**src/rtl/imm_encoder.sv**
```systemverilog
// Immediate-field encoder: merges a signed immediate into an instruction template.
// An out-of-range I-format immediate can instead be expanded into a LUI + ADDI pair.
module imm_encoder (
  input  logic        clk,
  input  logic        rst,
  input  logic        in_valid,
  output logic        in_ready,
  input  logic [2:0]  imm_sel,
  input  logic [31:0] imm,
  input  logic [31:0] base,
  input  logic        expand,
  output logic        out_valid,
  input  logic        out_ready,
  output logic [31:0] out_instr,
  output logic        out_err,
  output logic        out_last
);

  localparam logic [2:0] SEL_I = 3'b000;
  localparam logic [2:0] SEL_S = 3'b001;
  localparam logic [2:0] SEL_B = 3'b010;
  localparam logic [2:0] SEL_J = 3'b011;
  localparam logic [2:0] SEL_U = 3'b100;

  localparam logic [6:0] OPC_LUI  = 7'b0110111;
  localparam logic [6:0] OPC_ADDI = 7'b0010011;

  typedef enum logic [1:0] {
    IDLE = 2'd0,
    ONE  = 2'd1,
    HI   = 2'd2
  } state_t;

  state_t      state_q, state_d;
  logic [31:0] instr_q, instr_d;
  logic [31:0] addi_q, addi_d;
  logic        err_q, err_d;
  logic        last_q, last_d;

  logic [31:0] dec_instr;
  logic [31:0] dec_addi;
  logic        dec_err;
  logic        dec_last;
  logic        dec_two;
  logic [31:0] enc;
  logic        ok;
  logic [31:0] lui_sum;
  logic [4:0]  rd;
  logic        accept;
  logic        load;

  function automatic logic fits(input logic signed [31:0] v,
                                input logic signed [31:0] lo,
                                input logic signed [31:0] hi);
    return (v >= lo) && (v <= hi);
  endfunction

  // Decode: place the immediate for the selected format and judge legality.
  always_comb begin
    enc     = base;
    ok      = 1'b0;
    rd      = base[11:7];
    lui_sum = imm + 32'h0000_0800;
    case (imm_sel)
      SEL_I: begin
        enc = {imm[11:0], base[19:0]};
        ok  = fits(imm, -32'sd2048, 32'sd2047);
      end
      SEL_S: begin
        enc = {imm[11:5], base[24:12], imm[4:0], base[6:0]};
        ok  = fits(imm, -32'sd2048, 32'sd2047);
      end
      SEL_B: begin
        enc = {imm[12], imm[10:5], base[24:12], imm[4:1], imm[11], base[6:0]};
        ok  = fits(imm, -32'sd4096, 32'sd4094) && !imm[0];
      end
      SEL_J: begin
        enc = {imm[20], imm[10:1], imm[11], imm[19:12], base[11:0]};
        ok  = fits(imm, -32'sd1048576, 32'sd1048574) && !imm[0];
      end
      SEL_U: begin
        enc = {imm[31:12], base[11:0]};
        ok  = (imm[11:0] == 12'h000);
      end
      default: begin
        enc = base;
        ok  = 1'b0;
      end
    endcase
    if (expand && (imm_sel != SEL_I)) ok = 1'b0;

    dec_instr = base;
    dec_addi  = '0;
    dec_err   = 1'b1;
    dec_last  = 1'b1;
    dec_two   = 1'b0;
    if (ok) begin
      dec_instr = enc;
      dec_err   = 1'b0;
    end else if ((imm_sel == SEL_I) && expand) begin
      // The +0x800 bias compensates for ADDI sign-extending its 12-bit operand.
      dec_instr = {lui_sum[31:12], rd, OPC_LUI};
      dec_addi  = {imm[11:0], rd, 3'b000, rd, OPC_ADDI};
      dec_err   = 1'b0;
      dec_two   = (imm[11:0] != 12'h000);
      dec_last  = !dec_two;
    end
  end

  assign out_valid = (state_q != IDLE);
  assign out_instr = instr_q;
  assign out_err   = err_q;
  assign out_last  = last_q;
  assign in_ready  = !rst && (!out_valid || (out_ready && out_last));
  assign accept    = in_valid && in_ready;

  always_comb begin
    state_d = state_q;
    instr_d = instr_q;
    addi_d  = addi_q;
    err_d   = err_q;
    last_d  = last_q;
    load    = 1'b0;
    case (state_q)
      IDLE: load = accept;
      HI: begin
        if (out_ready) begin
          state_d = ONE;
          instr_d = addi_q;
          err_d   = 1'b0;
          last_d  = 1'b1;
        end
      end
      ONE: begin
        if (out_ready) begin
          if (accept) load = 1'b1;
          else        state_d = IDLE;
        end
      end
      default: state_d = IDLE;
    endcase
    if (load) begin
      state_d = dec_two ? HI : ONE;
      instr_d = dec_instr;
      addi_d  = dec_addi;
      err_d   = dec_err;
      last_d  = dec_last;
    end
  end

  // State and output beat register
  always_ff @(posedge clk) begin
    if (rst) begin
      state_q <= IDLE;
      instr_q <= '0;
      err_q   <= 1'b0;
      last_q  <= 1'b0;
    end else begin
      state_q <= state_d;
      instr_q <= instr_d;
      err_q   <= err_d;
      last_q  <= last_d;
    end
  end

  // Pending ADDI word is only meaningful in HI, so it carries no reset.
  always_ff @(posedge clk) begin
    addi_q <= addi_d;
  end

endmodule

```
**config.mk**
```make
export PLATFORM = sky130hd
export DESIGN_NAME = imm_encoder
export DESIGN_NICKNAME = d
export VERILOG_FILES = /design/src/rtl/imm_encoder.sv
export SDC_FILE = /design/constraint.sdc
export NUM_CORES = 1
export LEC_CHECK = 0
export BUFFER_PORTS_ARGS = -buffer_cell sky130_fd_sc_hd__clkbuf_2
export CORE_ASPECT_RATIO = 0.8
export CORE_MARGIN = 2
export CORE_UTILIZATION = 35
export CTS_CLUSTER_SIZE = 25
export DETAILED_ROUTE_END_ITERATION = 12
export GPL_ROUTABILITY_DRIVEN = 0
export PLACE_DENSITY = 0.53
export SETUP_SLACK_MARGIN = 0.2
export SYNTH_ARGS = -nofsm -noshare
export SYNTH_HDL_FRONTEND = slang
export SYNTH_SLANG_ARGS = --single-unit
```
**constraint.sdc**
```tcl
create_clock -name clk -period 2.7 [get_ports clk]
set_input_delay 0.135 -clock clk [delete_from_list [all_inputs] [get_ports clk]]
set_output_delay 0.135 -clock clk [all_outputs]
set_load 0.005 [all_outputs]
```
==> impl_metrics.py, run 1 <==
metrics = {
    "finish": {
        "nFillCells": 1125,
        "fin_cells": 740,
        "nets": 670,
        "area_delta_synth_final_pct": 27.8,
        "antenna_cells": 0,
        "drive_above_1_share_pct": 30.0,
    },
    "logic_synthesis": {
        "synthArstFlopShare_pct": 0,
        "ys.flop_type": "dfxtp_1",
        "synth_top_cell_by_area": "dfxtp_1",
        "synth-seq-cells": 54,
        "synth_common_cells": "nand2_1, dfxtp_1, nor2_1, a21oi_1, nand3_1",
        "synth_warnings": 0,
        "synth_edf_count": 18,
        "syn_area_um2": 3820,
        "synth_cells": 478,
        "avgSynthCellArea_um2": 7.98,
        "synth.most_common_cell": "nand2_1",
        "synth_top_area_share_pct": 18.9,
        "syn-num-nets": 553,
        "ys_types": 63,
        "ys_seq_area_share_pct": 33.0,
        "synth_area_leaders": "dfxtp_1, edfxtp_1, nand2_1",
    },
    "detailed_routing": {
        "wl_per_cell_um": 18.9,
        "wl_met1_mm": 6.72,
        "drc": 0,
        "antenna_left": 0,
        "via_per_inst": 5.67,
        "route.met3.wl_mm": 1.02,
        "drt_first_pass_iters": 5,
        "vias": 4193,
        "dr.max_layer_used": "met4",
        "drtIter0Drc": 395,
        "wl_mm": 14.0,
        "wl_met2_mm": 6.08,
    },
    "place": {
        "dp_slack_ps": 32.3,
        "port_buffers": 107,
        "place_inst": 732,
        "dp_hpwl_mm": 11.0,
    },
    "die": {
        "rows": 34,
        "die_area_um2": 11800,
        "ios": 108,
        "die_x_um": 121,
        "die_h_um": 97.4,
        "core_um2": 10800,
        "start_util_pct": 35.5,
    },
    "critical_path": {
        "reg2reg_depth": 9,
        "crit_fanout": 11,
        "required_ps": 2880,
        "cp_num_buf_inv": 3,
        "crit_path_cell_trace": "clkbuf_2, nor4_2, a41oi_1, or4b_1, o41a_4, a21oi_4, buf_12, buf_4, a31oi_1, o311a_1",
        "crit_path_end_kind": "flip-flop",
        "crit_family": "compound AO/OA/AOI/OAI gates",
        "path_class": "in2reg",
        "r2r_slack_ps": 590,
        "worst_ep_arrival_time_ps": 2550,
        "cpPeakStageDelay_ps": 550,
        "r2r-end": "out_instr[12]$_SDFFE_PP0P_",
        "reg2reg_from": "state_q[0]$_SDFFE_PP0P_",
        "slowest_stage": "or4b_1",
        "start_kind": "input pin",
    },
    "grt": {
        "antenna_found_initial": 0,
        "grt_max_degree": 51,
        "grt.total_usage_pct": 23.9,
        "grt_pass1_vias": 4033,
        "grt_pass1_wl_mm": 22.1,
        "gr-total-overflow": 0,
    },
    "clocking": {
        "h-tree-depth": 2,
        "clkLatencyLatePin_ps": 290,
        "cts_sinks": 54,
        "clock_path_buffers": 2,
        "cts_made_buffers": 5,
        "root_buffer": "clkbuf_16",
        "path_clk_slew_ps": 70,
        "postCtsSetupRepairBufs": 0,
        "cts_tree": "built",
    },
    "sta": {
        "hold_viol": 0,
        "clock-skew-final_ps": 3.37,
        "min_period_ps": 2370,
        "fin_crit_sh_pct": 87.7,
        "relSlewSlack_pct": 49.3,
        "tns_ps": 0,
        "timing.hold.ws_ps": 78.9,
        "worst_pin_slew_ps": 758,
        "setup_slack_ps": 333,
        "setup_viol": 0,
        "drv_slew": 0,
        "rsz0062_at_grt": "no",
        "fmaxAchievable_mhz": 422,
    },
    "power_and_ir_drop": {
        "vdd_drop_max_v": 0.000307,
        "leakage_nw": 2.12,
        "p_per_area_nw_per_um2": 425,
    },
    "min_path": {
        "hp-start": "base[19]",
        "hold_depth": 3,
        "hold_class": "in2reg",
        "hold_end": "out_instr[19]$_SDFFE_PP0P_",
    },
    "run_status": {
        "status": "finished clean",
    },
    "flow_run": {
        "drv_cap": 0,
    },
}
-- worst max path at each step --
stage / from / to / cells after the start
final: imm[7] / out_instr[7]$_SDFFE_PP0P_ / 10
after global routing: imm[7] / out_instr[23]$_SDFFE_PP0P_ / 9
after CTS: imm[0] / out_instr[7]$_SDFFE_PP0P_ / 10
after detailed placement: imm[0] / out_instr[7]$_SDFFE_PP0P_ / 10
after global placement: imm[0] / out_instr[7]$_SDFFE_PP0P_ / 10
after floorplan: state_q[0]$_SDFFE_PP0P_ / state_q[0]$_SDFFE_PP0P_ / 8
-- power breakdown --
part / leakage [nW] / total [mW] / internal [mW] / switching [mW]
Clock: 0.0740 / 0.657 / 0.349 / 0.308
Combinational: 1.58 / 0.490 / 0.212 / 0.278
Sequential: 0.462 / 0.926 / 0.896 / 0.0304
Total: 2.12 / 2.07 / 1.46 / 0.616
-- final cells by class --
| cell class | instances | area, um2 | share of cell area, % |
|---|---|---|---|
| inverters | 15 | 56.3 | 1.15 |
| flip-flops and latches | 54 | 1260 | 25.9 |
| clock inverters | 3 | 26.3 | 0.539 |
| clock buffers | 5 | 125 | 2.57 |
| repair buffers | 150 | 896 | 18.4 |
| multi-input cells | 369 | 2330 | 47.8 |
| well taps | 144 | 180 | 3.69 |
-- layout by cell type (no fill, tap or decap), types with 4 or more instances in the layout --
master	count
nand4_1	11
a21oi_1	31
o311a_1	14
nor3_1	6
a221oi_1	6
nand3_1	30
dfxtp_1	36
mux2i_1	12
mux2_2	4
and4_1	8
xnor2_1	11
edfxtp_1	18
clkbuf_16	5
clkbuf_2	107
nand2_1	85
o211ai_1	5
nor4_1	7
inv_1	14
a31oi_1	14
a31o_2	5
buf_4	40
xor2_1	8
and3_1	15
a22o_1	9
nor2_1	33
o21ai_0	5
-- routing by layer --
layer	vias up	global-route usage (%)
met3	10	2.88
li1	2004	-
met5	-	0
met1	1993	37.1
met4	0	4.74
met2	186	35.3
-- sequential cells by signal, summed over array words and instances (netlist names) --
signal and count:
addi_q 18, out_err 1, out_instr 32, out_last 1, state_q 2
-- timing repair --
action | 4_1_cts | 5_1_grt
hold buffers | 0 | 0
endpoints found under the setup margin | 0 | 3
gates resized for setup | 0 | 1
-- worst min-delay path: stages --
cell      delay, ps
clkbuf_2         90
nand2_1          40
o21ai_0          60
-- per-stage QoR --
stage / cell area [um2] / total power [mW] / util, %
after floorplan: 3820 / 1.19 / -
after global placement: 4720 / 1.42 / 43.8
after detailed placement: 4720 / 1.43 / 43.8
after CTS: 4870 / 2.08 / 45.2
after global routing: 4880 / 2.17 / 45.3
final: 4880 / 2.07 / 45.3
-- cells by family (layout without fill, tap and decap cells) --
family,after synthesis,after routing,share of synthesized area (%)
xor+xnor,19,19,4.36
mux,16,16,4.33
buf+inv,55,173,6.23
compound gates,114,114,22.6
fa+ha+maj,4,4,1.25
simple gates,216,216,28.2
flops,54,54,33.0
No activity file was read; power rests on OpenSTA's default activity.
==> run 2: changes to the inputs <==
--- a/config.mk
+++ b/config.mk
@@ -5,6 +5,7 @@
 export SDC_FILE = /design/constraint.sdc
 export NUM_CORES = 1
 export LEC_CHECK = 0
+export ABC_AREA = 1
 export BUFFER_PORTS_ARGS = -buffer_cell sky130_fd_sc_hd__clkbuf_2
 export CORE_ASPECT_RATIO = 0.8
 export CORE_MARGIN = 2
@@ -13,7 +14,7 @@
 export DETAILED_ROUTE_END_ITERATION = 12
 export GPL_ROUTABILITY_DRIVEN = 0
 export PLACE_DENSITY = 0.53
-export SETUP_SLACK_MARGIN = 0.2
+export SETUP_SLACK_MARGIN = 0.4
 export SYNTH_ARGS = -nofsm -noshare
 export SYNTH_HDL_FRONTEND = slang
 export SYNTH_SLANG_ARGS = --single-unit
==> impl_metrics.py, run 2 <==
metrics = {
    "grt": {
        "antenna_found_initial": 0,
        "grt_pass1_vias": 4625,
        "grt.total_usage_pct": 22.5,
        "grt_max_degree": 29,
        "grt_pass1_wl_mm": 23.1,
        "gr-total-overflow": 0,
    },
    "finish": {
        "largest_reg_flops": 32,
        "layout_commonest_cell": "nand2_1",
        "antenna_cells": 0,
        "area_delta_synth_final_pct": 19.4,
        "nets": 853,
        "postLayoutCoreUtil_pct": 43.1,
        "drive_above_1_share_pct": 19.1,
        "multi_input_comb_area_um2": 2440,
        "final_area_um2": 5000,
        "nFillCells": 1274,
        "seqCellArea_um2": 1260,
        "layout_common_cells": "nand2_1, clkbuf_2, inv_1",
    },
    "logic_synthesis": {
        "synthArstFlopShare_pct": 0,
        "synth_warnings": 0,
        "synth.most_common_cell": "nand2_1",
        "ys_types": 36,
        "synth_common_cells": "nand2_1, inv_1, nor2_1, nand3_1, o21ai_0",
        "synth_top_area_share_pct": 19.5,
        "synth-seq-cells": 54,
        "synth_area_leaders": "nand2_1, dfxtp_1, edfxtp_1",
        "avgSynthCellArea_um2": 6.12,
        "synth_top_cell_by_area": "nand2_1",
        "ys.flop_type": "dfxtp_1",
        "syn_area_um2": 4180,
        "syn-num-nets": 759,
        "synth_cells": 684,
        "synth_edf_count": 18,
        "ys_seq_area_share_pct": 30.2,
    },
    "clocking": {
        "cts_sinks": 54,
        "cts_resized": 0,
        "clock_path_buffers": 2,
        "clkLatencyLatePin_ps": 290,
        "root_buffer": "clkbuf_16",
        "cts_tree": "built",
        "cts_hold_buf": 0,
        "postCtsSetupRepairBufs": 0,
        "cts_made_buffers": 5,
        "h-tree-depth": 2,
        "path_clk_slew_ps": 70,
    },
    "detailed_routing": {
        "antenna_left": 0,
        "wl_mm": 14.3,
        "wl_per_cell_um": 15.4,
        "via_per_inst": 5.13,
        "drc": 0,
        "vias": 4760,
        "drt_first_pass_iters": 4,
        "drtIter0Drc": 330,
    },
    "sta": {
        "drv_slew": 0,
        "relSlewSlack_pct": 55.4,
        "worst_pin_slew_ps": 669,
        "fin_crit_sh_pct": 74.6,
        "clock-skew-final_ps": 5.49,
        "fmaxAchievable_mhz": 497,
        "rsz0062_at_grt": "no",
        "min_period_ps": 2010,
        "setup_viol": 0,
        "tns_ps": 0,
        "hold_viol": 0,
    },
    "critical_path": {
        "crit_path_cell_trace": "clkbuf_2, ha_1, inv_1, nor2_1, nand2_1, nor2_1, nand2_1, nand3_1, nand2_1, nand2_1, nand3_2, nand2_4, nand2_2, nand2_2, nand2_1, nand2_1, a21oi_1",
        "slowest_stage": "nand2_2",
        "r2r-end": "out_instr[23]$_SDFFE_PP0P_",
        "start_kind": "input pin",
        "crit_fanout": 25,
        "crit_path_end_kind": "flip-flop",
        "r2r_slack_ps": 740,
        "reg2reg_depth": 9,
        "reg2reg_from": "state_q[0]$_SDFFE_PP0P_",
        "worst_ep_arrival_time_ps": 2190,
        "cpPeakStageDelay_ps": 410,
        "cpMostUsedCell": "nand2_1",
        "required_ps": 2880,
        "path_class": "in2reg",
    },
    "die": {
        "ios": 108,
        "rows": 35,
        "core_um2": 11600,
        "die_x_um": 126,
        "start_util_pct": 36.0,
        "die_h_um": 102,
        "die_area_um2": 12800,
    },
    "place": {
        "port_buffers": 107,
        "placed_area_um2": 4840,
        "dp_hpwl_mm": 11.3,
    },
    "min_path": {
        "hold_depth": 3,
        "hp-start": "base[6]",
        "hold_class": "in2reg",
        "hold_end": "out_instr[6]$_SDFFE_PP0P_",
    },
    "run_status": {
        "status": "finished clean",
    },
    "flow_run": {
        "drv_cap": 0,
    },
    "power_and_ir_drop": {
        "leakage_nw": 2.54,
        "p_per_area_nw_per_um2": 416,
        "vdd_drop_max_v": 0.000274,
        "power_mw": 2.08,
    },
}
-- run 2: changes by cell type after synthesis, moves of 14 or more --
| cell | delta |
|---|---|
| and3_1 | -15 |
| nand2_1 | +132 |
| o311a_1 | -14 |
| a31oi_1 | -14 |
| o21ai_0 | +47 |
| nor2_1 | +32 |
| nand3_1 | +23 |
| inv_1 | +63 |
-- run 2: cell type report --
class	count	share of cell area [%]
Clock buffer	6	2.78
Timing Repair Buffer	119	12.8
Sequential cell	54	25.2
Tap cell	148	3.71
Clock inverter	2	0.351
Inverter	83	6.24
Multi-Input combinational cell	515	48.9
-- run 2: metrics by stage --
step / worst slack, ps / std cells / hold slack, ps
floorplan: 917 / 684 / 296
global placement: 430 / 919 / 390
detailed placement: 391 / 919 / 404
CTS: 699 / 927 / 82.9
global route: 440 / 927 / 88.6
finish: 687 / 927 / 81.9
-- run 2: routing by layer --
metal	track usage, %	vias to the layer above	part of all wire [%]
li1	-	2404	-
met1	30.2	2178	47
met2	36.8	168	43
met3	6.81	10	8.6
met4	3.13	0	0.83
met5	0	-	0
-- run 2: critical path, delay by kind of cell --
family,cells,cell delay (ps)
simple gates,13,1520
buf+inv,2,260
fa+ha+maj,1,210
compound gates,1,60
-- run 2: logic make-up (layout without fill, tap and decap cells) --
family / Yosys count / count (layout) / synth area share, %
flops: 54 / 54 / 30.2
fa+ha+maj: 3 / 3 / 0.897
xor+xnor: 16 / 16 / 3.35
mux: 2 / 2 / 0.479
simple gates: 370 / 370 / 37.4
buf+inv: 115 / 210 / 11.4
compound gates: 124 / 124 / 16.3
-- run 2: where the power goes --
part           switching, mW  internal [mW]
clock                  0.304          0.373
sequential            0.0223          0.889
combinational          0.313          0.179
total                  0.639           1.44
-- run 2: how the worst max path moves through the flow --
stage,endpoint,depth (start not counted),from,slack (ps)
6_report,out_instr[5]$_SDFFE_PP0P_,17,imm[11],690
2_1_floorplan,addi_q[15]$_SDFFCE_PP0P_,6,state_q[1]$_SDFFE_PP0P_,920
5_1_grt,out_instr[2]$_SDFFE_PP0P_,17,imm[11],440
3_5_place_dp,out_instr[5]$_SDFFE_PP0P_,17,imm[11],390
4_1_cts,out_instr[5]$_SDFFE_PP0P_,17,imm[11],700
3_3_place_gp,out_instr[0]$_SDFFE_PP0P_,13,imm[8],430
